<file path="src/rtl/snes_port_serializer.sv">
// SNES controller-port serializer: 2 or 4 pads over PORT_DO[1:0], with optional multitap group select.
// Shift registers reload on latch or P6 fall and shift MSB-first on CPU clock rises, then hold FILL_BIT.
module snes_port_serializer #(
  parameter int unsigned NUM_PADS    = 4,
  parameter int unsigned REPORT_BITS = 16,
  parameter int unsigned SYNC_STAGES = 2,
  parameter bit          FILL_BIT    = 1'b0
) (
  input  logic                            CLK,
  input  logic                            RESET,
  input  logic                            MULTITAP,
  input  logic                            PORT_LATCH,
  input  logic                            PORT_CLK,
  input  logic                            PORT_P6,
  input  logic [NUM_PADS*REPORT_BITS-1:0] PADS,
  output logic [1:0]                      PORT_DO,
  output logic                            POLL_STB,
  output logic [7:0]                      POLL_CNT
);

  localparam int unsigned     CW       = $clog2(REPORT_BITS + 1);
  localparam logic [CW-1:0]   CNT_FULL = CW'(REPORT_BITS);

  logic [2:0] pins_raw;
  logic [2:0] pins_s;
  logic       l_s, c_s, p_s;

  assign pins_raw = {PORT_P6, PORT_CLK, PORT_LATCH};

  generate
    if (SYNC_STAGES == 0) begin : g_direct
      assign pins_s = pins_raw;
    end else begin : g_sync
      logic [2:0] sync_q [SYNC_STAGES];
      logic [2:0] sync_d [SYNC_STAGES];

      always_comb begin
        sync_d[0] = pins_raw;
        for (int unsigned i = 1; i < SYNC_STAGES; i++) sync_d[i] = sync_q[i-1];
      end

      always_ff @(posedge CLK) begin
        if (RESET) sync_q <= '{default: '0};
        else       sync_q <= sync_d;
      end

      assign pins_s = sync_q[SYNC_STAGES-1];
    end
  endgenerate

  assign l_s = pins_s[0];
  assign c_s = pins_s[1];
  assign p_s = pins_s[2];

  // Report source per channel: group 1 (pads 2/3) only when a multitap is present and P6 is low.
  logic [REPORT_BITS-1:0] pad_sel [2];

  generate
    if (NUM_PADS == 4) begin : g_tap
      logic grp;
      assign grp        = MULTITAP & ~p_s;
      assign pad_sel[0] = grp ? PADS[2*REPORT_BITS +: REPORT_BITS] : PADS[0 +: REPORT_BITS];
      assign pad_sel[1] = grp ? PADS[3*REPORT_BITS +: REPORT_BITS] : PADS[REPORT_BITS +: REPORT_BITS];
    end else begin : g_notap
      assign pad_sel[0] = PADS[0 +: REPORT_BITS];
      assign pad_sel[1] = PADS[REPORT_BITS +: REPORT_BITS];
    end
  endgenerate

  logic [REPORT_BITS-1:0] sr_q  [2];
  logic [REPORT_BITS-1:0] sr_d  [2];
  logic [CW-1:0]          cnt_q [2];
  logic [CW-1:0]          cnt_d [2];
  logic                   l_prev_q, c_prev_q, p_prev_q;
  logic [1:0]             do_q, do_d;
  logic                   stb_q, stb_d;
  logic [7:0]             poll_cnt_q, poll_cnt_d;
  logic                   l_fall, c_rise, p_fall;
  logic [1:0]             data;

  always_comb begin
    l_fall = l_prev_q & ~l_s;
    c_rise = c_s & ~c_prev_q;
    p_fall = MULTITAP & p_prev_q & ~p_s;
    data   = '0;
    for (int unsigned k = 0; k < 2; k++) begin
      sr_d[k]  = sr_q[k];
      cnt_d[k] = cnt_q[k];
      // Reload outranks shifting, so a clock rise coincident with a P6 fall is dropped.
      if (l_s || p_fall) begin
        sr_d[k]  = ~pad_sel[k];
        cnt_d[k] = '0;
      end else if (c_rise && (cnt_q[k] < CNT_FULL)) begin
        sr_d[k]  = sr_q[k] << 1;
        cnt_d[k] = cnt_q[k] + CW'(1);
      end
      data[k] = (cnt_d[k] == CNT_FULL) ? FILL_BIT : sr_d[k][REPORT_BITS-1];
    end
    do_d       = {~MULTITAP | (data[1] & ~l_s), data[0]};
    stb_d      = l_fall;
    poll_cnt_d = poll_cnt_q + 8'(l_fall);
  end

  always_ff @(posedge CLK) begin
    if (RESET) begin
      sr_q       <= '{default: '1};
      cnt_q      <= '{default: '0};
      l_prev_q   <= 1'b0;
      c_prev_q   <= 1'b0;
      p_prev_q   <= 1'b0;
      do_q       <= 2'b11;
      stb_q      <= 1'b0;
      poll_cnt_q <= '0;
    end else begin
      sr_q       <= sr_d;
      cnt_q      <= cnt_d;
      l_prev_q   <= l_s;
      c_prev_q   <= c_s;
      p_prev_q   <= p_s;
      do_q       <= do_d;
      stb_q      <= stb_d;
      poll_cnt_q <= poll_cnt_d;
    end
  end

  assign PORT_DO  = do_q;
  assign POLL_STB = stb_q;
  assign POLL_CNT = poll_cnt_q;

endmodule

</file>
<file path="config.mk">
export PLATFORM = sky130hd
export DESIGN_NAME = snes_port_serializer
export DESIGN_NICKNAME = d
export VERILOG_FILES = /design/src/rtl/snes_port_serializer.sv
export SDC_FILE = /design/constraint.sdc
export NUM_CORES = 1
export LEC_CHECK = 0
export ABC_AREA = 1
export CAP_MARGIN = 20
export CORE_MARGIN = 5
export CORE_UTILIZATION = 57
export DETAILED_ROUTE_END_ITERATION = 12
export DONT_BUFFER_PORTS = 1
export PLACE_DENSITY_LB_ADDON = 0.15
export SYNTH_ARGS = -nofsm -noshare
export SYNTH_HDL_FRONTEND = slang
export SYNTH_SLANG_ARGS = --single-unit
</file>
<file path="constraint.sdc">
create_clock -name CLK -period 1.3 [get_ports CLK]
set_input_delay 0 -clock CLK [delete_from_list [all_inputs] [get_ports CLK]]
set_output_delay 0 -clock CLK [all_outputs]
set_load 0.02 [all_outputs]
</file>
==> summary.md, run 1 <==
| Metric | Value |
|---|---|
| Mean instance size in the synthesized netlist | between 6 and 7 sq um |
| Tcrit/Tclk final | 1.07 |
| Number of clock sinks | 62 |
| Post-synth design cell area | ~0.0030 sq mm |
| Fraction of final layout cells sized beyond drive strength 1 | 0.218 |
| Initial core utilization | 0.585 |
| Antenna violations before repair | 0 |
| CTS tree | yes |
| Count of TritonRoute iterations in the first routing pass | 6 |
| Minimum hold slack | -0.281 ns |
| Final number of hold-violating endpoints | 16 |
| Leading cell type in the layout, fill and taps excluded | sky130_fd_sc_hd__nand3_1 |
| Standard-cell rows | 26 |
| Final worst path period need | 1.39 ns |
| Wire per inst | 17.4 um |
| Number of library cell types mapped by synthesis | 22 |
| Sum of routed wire length over all layers | 10700 um |
| Total congestion overflow after global routing | 0 |
| Chip height | 82.4 um |
| Capturing element type of the critical path | register |
| Vias per inst | 5.99 |
| Met1 GRT Util | 0.333 |
| ANT cells | 0 |
| Count of routing violations after the opening detailed-route iteration | 460 |
| Max Freq | 0.717 GHz |
| Layout Skew | 0.0113 ns |
| Worst-Skew Late Latency | 0.34 ns |
| Total die area | ~0.0068 sq mm |
| Most used routing layer | met2 |
| M2 GR Usage | 0.450 |
| # nets final | 612 |
| Pin count of the biggest net entering global routing | 35 |
| Worst hold-check path type | input port to register |
| Internal reg-to-reg setup slack | -0.09 ns |
| Portion of the post-synthesis area used by sequential elements | 0.416 |
| Peak supply drop | 0.000799 V |
| Register clock-pin slew on the reported worst setup and hold paths | 0.07 ns |
| Signed area change from the synthesized netlist to the final layout | 52.1% |
| Post-route insts no fill | 611 |
| Clock Tree Root | sky130_fd_sc_hd__clkbuf_8 |
| Synthesized netlist net count | 511 |
| Warnings, synthesis | 0 |
| Number of global-route vias before repair | 3174 |
| HPWL reported at the end of detailed placement | 4930 um |
| Critical Path Fanout Max | 3 |
| TritonCTS buffer count | 9 |
| Fraction of met3 tracks used by global routing | 0.0586 |
| Most used cells in the layout excluding fill and tap cells | sky130_fd_sc_hd__nand3_1 (95), sky130_fd_sc_hd__nand2_1 (87), sky130_fd_sc_hd__dlygate4sd3_1 (72) |
| Setup WS post-layout | -0.0948 ns |
| H-tree Lvls | 3 |
| Total of buffers placed on input and output ports | 0 |
| Number of DRC violations after detailed routing | 0 |
| Total power divided by cell area | 976 mW/mm^2 |
| Failing checks | negative hold slack, negative setup slack |
| Boundary Pins | between 80 and 90 |
| Required time of the worst setup path | 1.53 ns |
| Maximum Capacitance Violations | 0 |
| Unrepaired setup endpoints after global routing | yes |
| Total negative setup slack | -0.885 ns |
| Core ar. | 0.00511 sq mm |
| Syn Inst Count | 437 |
| Power consumption | 4.43 mW |
| Final Setup Violations | 24 |
| Result of the run | finished, violations left |
| Max-slew headroom at the worst pin | 0.807 |
| Number of vias after detailed routing | 3659 |
| Overall fraction of global-route tracks in use | 0.278 |
| Static leakage | approximately 2.0 nW |
| Synth Register Bits | 62 |
| Antenna Nets Post-Route | 0 |
| Routability-driven placement congestion ratio | about 0.8 |
| WP data arrival | 1.63 ns |
| Number of max-slew violations in the final report | 0 |
| Cell count after placement | roughly 510 |
| Number of buffers on the longest clock path | 2 |
| Global-route wire length before repair | 14400 um |
| Worst setup path category | register to register |
| Die X-Extent | 82.4 um |
| Transition at the pin with the smallest max-transition slack | between 0.2 and 0.3 ns |
| Launching element type of the critical path | register |
per-layer routing:
metal  share of wire  up-vias
met3           0.092       58
li1                -     1665
met2            0.51      265
met4           0.040        0
met1            0.36     1671
met5               0        -
path summary, 6_finish.rpt:
check,from,end,depth (start not counted)
max,l_prev_q,POLL_CNT[7],8
min,RESET,cnt_q[6],1
max reg2reg,l_prev_q,POLL_CNT[7],8
min reg2reg,sr_q[25],sr_q[25],2
cells by family (layout without fill, tap and decap cells):
| logic type | after synthesis | count (layout) | synth area share |
|---|---|---|---|
| adder cells (fa/ha/maj) | 4 | 4 | 0.0168 |
| AO/OA/AOI/OAI | 18 | 18 | 0.0327 |
| flip-flops | 62 | 62 | 0.416 |
| AND/OR/NAND/NOR | 289 | 290 | 0.446 |
| buffers and inverters | 64 | 167 | 0.0889 |
stage by stage:
stage	setup WS (ns)	util	area, sq um
5_1_grt	-0.167	0.889	4540
6_report	-0.0948	0.889	4540
2_1_floorplan	-0.0380	-	3010
3_5_place_dp	-0.117	0.632	3230
4_1_cts	-0.0889	0.820	4190
3_3_place_gp	-0.0507	0.632	3230
synthesized netlist by cell type (all sizes together):
master	number	area share
ha	4	0.017
clkinv	1	0.0013
o21ai	9	0.016
nor2	39	0.057
inv	36	0.045
nor3	4	0.0067
dfxtp	62	0.42
nand2	108	0.14
nor4	1	0.0021
clkbuf	13	0.016
a31oi	1	0.0021
nand4	33	0.069
buf	14	0.026
and2	1	0.0021
a211oi	1	0.0025
nand3	103	0.17
a21oi	7	0.012
state kept, by name, indices dropped and copies added, names as in the netlist:
signal / cells
p_prev_q: 1
POLL_STB: 1
pins_s: 3
g_sync.sync_d: 3
POLL_CNT: 8
sr_q: 32
cnt_q: 10
l_prev_q: 1
PORT_DO: 2
c_prev_q: 1
cell type report:
type	instances	area [sq um]
Multi-Input combinational cell	312	1730
Sequential cell	62	1250
Timing Repair Buffer	116	1160
Fill cell	223	568
Clock buffer	13	169
Inverter	37	139
Tap cell	70	87.6
Clock inverter	1	5.00
critical path, stage by stage, from the launching register on:
cell and delay [ns]:
sky130_fd_sc_hd__dfxtp_2 0.33, sky130_fd_sc_hd__inv_2 0.05, sky130_fd_sc_hd__nor2_4 0.12, sky130_fd_sc_hd__ha_4 0.17
sky130_fd_sc_hd__nand3_4 0.09, sky130_fd_sc_hd__nor3_4 0.18, sky130_fd_sc_hd__nand2_1 0.11, sky130_fd_sc_hd__o21ai_1 0.16
sky130_fd_sc_hd__a21oi_1 0.08
where the power goes:
group	switching [mW]	internal, mW
Sequential	0.0801	2.01
Combinational	0.407	0.396
Clock	0.711	0.825
repair_timing:
item	CTS	global route
setup endpoints to repair	35	37
pin swaps	4	22
endpoints found under the hold margin	57	43
gates resized for setup	17	64
setup buffers	2	20
hold buffers	72	1
cloned	0	1
(Power assumes the default switching activity.)
==> run 2: changes to the inputs <==
--- a/config.mk
+++ b/config.mk
@@ -12,6 +12,7 @@
 export DETAILED_ROUTE_END_ITERATION = 12
 export DONT_BUFFER_PORTS = 1
 export PLACE_DENSITY_LB_ADDON = 0.15
+export REMOVE_ABC_BUFFERS = 1
 export SYNTH_ARGS = -nofsm -noshare
 export SYNTH_HDL_FRONTEND = slang
 export SYNTH_SLANG_ARGS = --single-unit
==> summary.md, run 2 (synthesis gave the netlist of run 1 again) <==
| Metric | Value |
|---|---|
| Number of global-route vias before repair | 3158 (-0.50%) |
| Number of vias after detailed routing | 3794 (+3.7%) |
| Final number of hold-violating endpoints | 15 (-1) |
| Total congestion overflow after global routing | 0 (unchanged) |
| Leading cell type in the layout, fill and taps excluded | sky130_fd_sc_hd__nand3_1 |
| H-tree Lvls | 3 (unchanged) |
| Result of the run | finished, violations left |
| Transition at the pin with the smallest max-transition slack | 0.384 ns (+0.0965 ns) |
| Number of DRC violations after detailed routing | 0 (unchanged) |
| Fraction of final layout cells sized beyond drive strength 1 | 0.208 (-0.0100) |
| Maximum Capacitance Violations | 0 (unchanged) |
| Minimum hold slack | -0.288 ns (-0.00641 ns) |
| # nets final | 613 (+0.16%) |
| Buffering stage count on the worst path with inverters included | 3 (+2) |
| Worst path max stage delay | 0.32 ns (about the same) |
| Wire per inst | 19.7 um (+13%) |
| Worst setup path category | register to register |
| Pin count of the biggest net entering global routing | 35 (unchanged) |
| Chip height | 82.4 um (unchanged) |
| Most flops, register | sr_q |
| Critical Path Fanout Max | 7 (+4) |
| Required time of the worst setup path | 1.50 ns (-0.03 ns) |
| Final worst path period need | 1.44 ns (+0.0469 ns) |
| Die X-Extent | 82.4 um (unchanged) |
| Boundary Pins | 81 (unchanged) |
| Count of routing violations after the opening detailed-route iteration | 528 (+15%) |
| Total of buffers placed on input and output ports | 0 (unchanged) |
| Peak supply drop | 0.000754 V (-5.6%) |
| Signed area change from the synthesized netlist to the final layout | 51.8% |
| Total power divided by cell area | 1020 mW/mm^2 (+4.5%) |
| Register clock-pin slew on the reported worst setup and hold paths | 0.07 ns (about the same) |
| Global-route wire length before repair | 14300 um (-0.48%) |
| Number of clock sinks | 62 (unchanged) |
| HPWL reported at the end of detailed placement | 4960 um (+0.63%) |
| CTS tree | yes |
| Worst-Skew Late Latency | 0.35 ns (about the same) |
| WP data arrival | 1.64 ns (about the same) |
| ANT cells | 0 (unchanged) |
| Unrepaired setup endpoints after global routing | yes |
| Most used cells in the layout excluding fill and tap cells | sky130_fd_sc_hd__nand3_1 (99), sky130_fd_sc_hd__nand2_1 (91), sky130_fd_sc_hd__dlygate4sd3_1 (72) |
| Vias per inst | 6.19 (+3.4%) |
| Worst hold-check path type | input port to register |
| Routability-driven placement congestion ratio | 0.818 (+2.1%) |
| Standard cell with the maximum stage delay on the critical path | sky130_fd_sc_hd__dfxtp_1 |
| Launching element type of the critical path | register |
| Clock Tree Root | sky130_fd_sc_hd__clkbuf_8 |
| TritonCTS buffer count | 9 (unchanged) |
| Layout Skew | 0.0114 ns (+0.000112 ns) |
| Final Setup Violations | 17 (-29%) |
| Total die area | 0.00678 sq mm (unchanged) |
| Count of TritonRoute iterations in the first routing pass | 6 (unchanged) |
| Crit path cell chain | nand2_2 -> o21ai_2 -> buf_6 -> nor2_4 -> buf_12 -> buf_6 -> nand2_2 -> nand4_1 |
| Power consumption | 4.62 mW (+4.3%) |
| Max-slew headroom at the worst pin | 0.743 (-0.0639) |
| Standard-cell rows | 26 (unchanged) |
| Core ar. | 0.00511 sq mm (unchanged) |
| Number of buffers on the longest clock path | 2 (unchanged) |
| Initial core utilization | 0.585 (unchanged) |
| Number of max-slew violations in the final report | 0 (unchanged) |
| Capturing element type of the critical path | register |
| Sum of routed wire length over all layers | 12100 um (+13%) |
| Largest register FFs | 32 (unchanged) |
| Failing checks | negative hold slack, negative setup slack |
| Antenna Nets Post-Route | 0 (unchanged) |
| Cell family with the largest share of critical-path delay | buffers and inverters |
| Setup WS post-layout | -0.142 ns (-0.0469 ns) |
| Number of fillers in the final layout | 224 (+0.45%) |
| Overall fraction of global-route tracks in use | 0.283 (+0.00501) |
| Static leakage | 1.96 nW (+0.21%) |
| Tcrit/Tclk final | 1.11 (+0.0361) |
| Antenna violations before repair | 0 (unchanged) |
| Max Freq | 0.694 GHz (-3.3%) |
run 2: cell types whose count changed in the layout (fill, tap and decap cells not counted), moves of 3 or more:
cell                       delta
sky130_fd_sc_hd__nand3_2      -4
sky130_fd_sc_hd__nand3_1      +4
sky130_fd_sc_hd__dfxtp_2      -3
sky130_fd_sc_hd__clkinv_2     +3
sky130_fd_sc_hd__nand2_2      -4
sky130_fd_sc_hd__nand2_1      +4
run 2: final cells by class:
class | count | area [sq um] | area share
clock buffers | 10 | 138 | 0.0304
clock inverters | 5 | 50.0 | 0.0110
inverters | 37 | 139 | 0.0306
multi-input cells | 312 | 1700 | 0.374
flip-flops and latches | 62 | 1250 | 0.276
well taps | 70 | 87.6 | 0.0193
repair buffers | 117 | 1170 | 0.258
run 2: metrics by stage:
step,cell area [sq um],TNS [ns],utilization,setup slack [ns],cells
after CTS,4170,-0.256,0.816,-0.0814,601
after detailed placement,3180,-2.75,0.622,-0.235,511
final,4530,-1.03,0.888,-0.142,613
after global placement,3180,-1.33,0.622,-0.0848,511
after global routing,4530,-2.63,0.888,-0.173,613
after floorplan,2860,-20.88,-,-0.801,410
run 2: final timing paths:
kind             from          end  slack (ns)  cells after the start
max          p_prev_q     sr_q[26]       -0.14                      8
min             RESET  POLL_CNT[7]       -0.29                      1
max reg2reg  p_prev_q     sr_q[26]       -0.14                      8
min reg2reg   sr_q[0]      sr_q[0]        0.48                      2
run 2: layer usage:
layer | wire length [um] | share of wire | track usage
met4 | 689 | 0.057 | 0.191
met2 | 6110 | 0.51 | 0.485
met5 | 0 | 0 | 0
met3 | 1090 | 0.090 | 0.0748
met1 | 4180 | 0.35 | 0.302
run 2: repair_timing:
item,CTS,global route
cloned,0,1
hold buffers,72,1
pin swaps,5,15
hold endpoints to repair,56,45
gates resized for setup,22,65
endpoints found under the setup margin,36,35
buffers inserted,4,10
run 2: power breakdown:
| part | total [mW] | internal, mW | switching [mW] |
|---|---|---|---|
| Sequential | 2.09 | 2.01 | 0.0823 |
| Combinational | 0.836 | 0.402 | 0.434 |
| Clock | 1.69 | 0.913 | 0.782 |
| Total | 4.62 | 3.32 | 1.30 |
run 2: worst register-to-register path: stages (launching register included):
cell and delay, ns:
sky130_fd_sc_hd__dfxtp_1 0.32, sky130_fd_sc_hd__nand2_2 0.08, sky130_fd_sc_hd__o21ai_2 0.22, sky130_fd_sc_hd__buf_6 0.19
sky130_fd_sc_hd__nor2_4 0.06, sky130_fd_sc_hd__buf_12 0.13, sky130_fd_sc_hd__buf_6 0.12, sky130_fd_sc_hd__nand2_2 0.05
sky130_fd_sc_hd__nand4_1 0.12
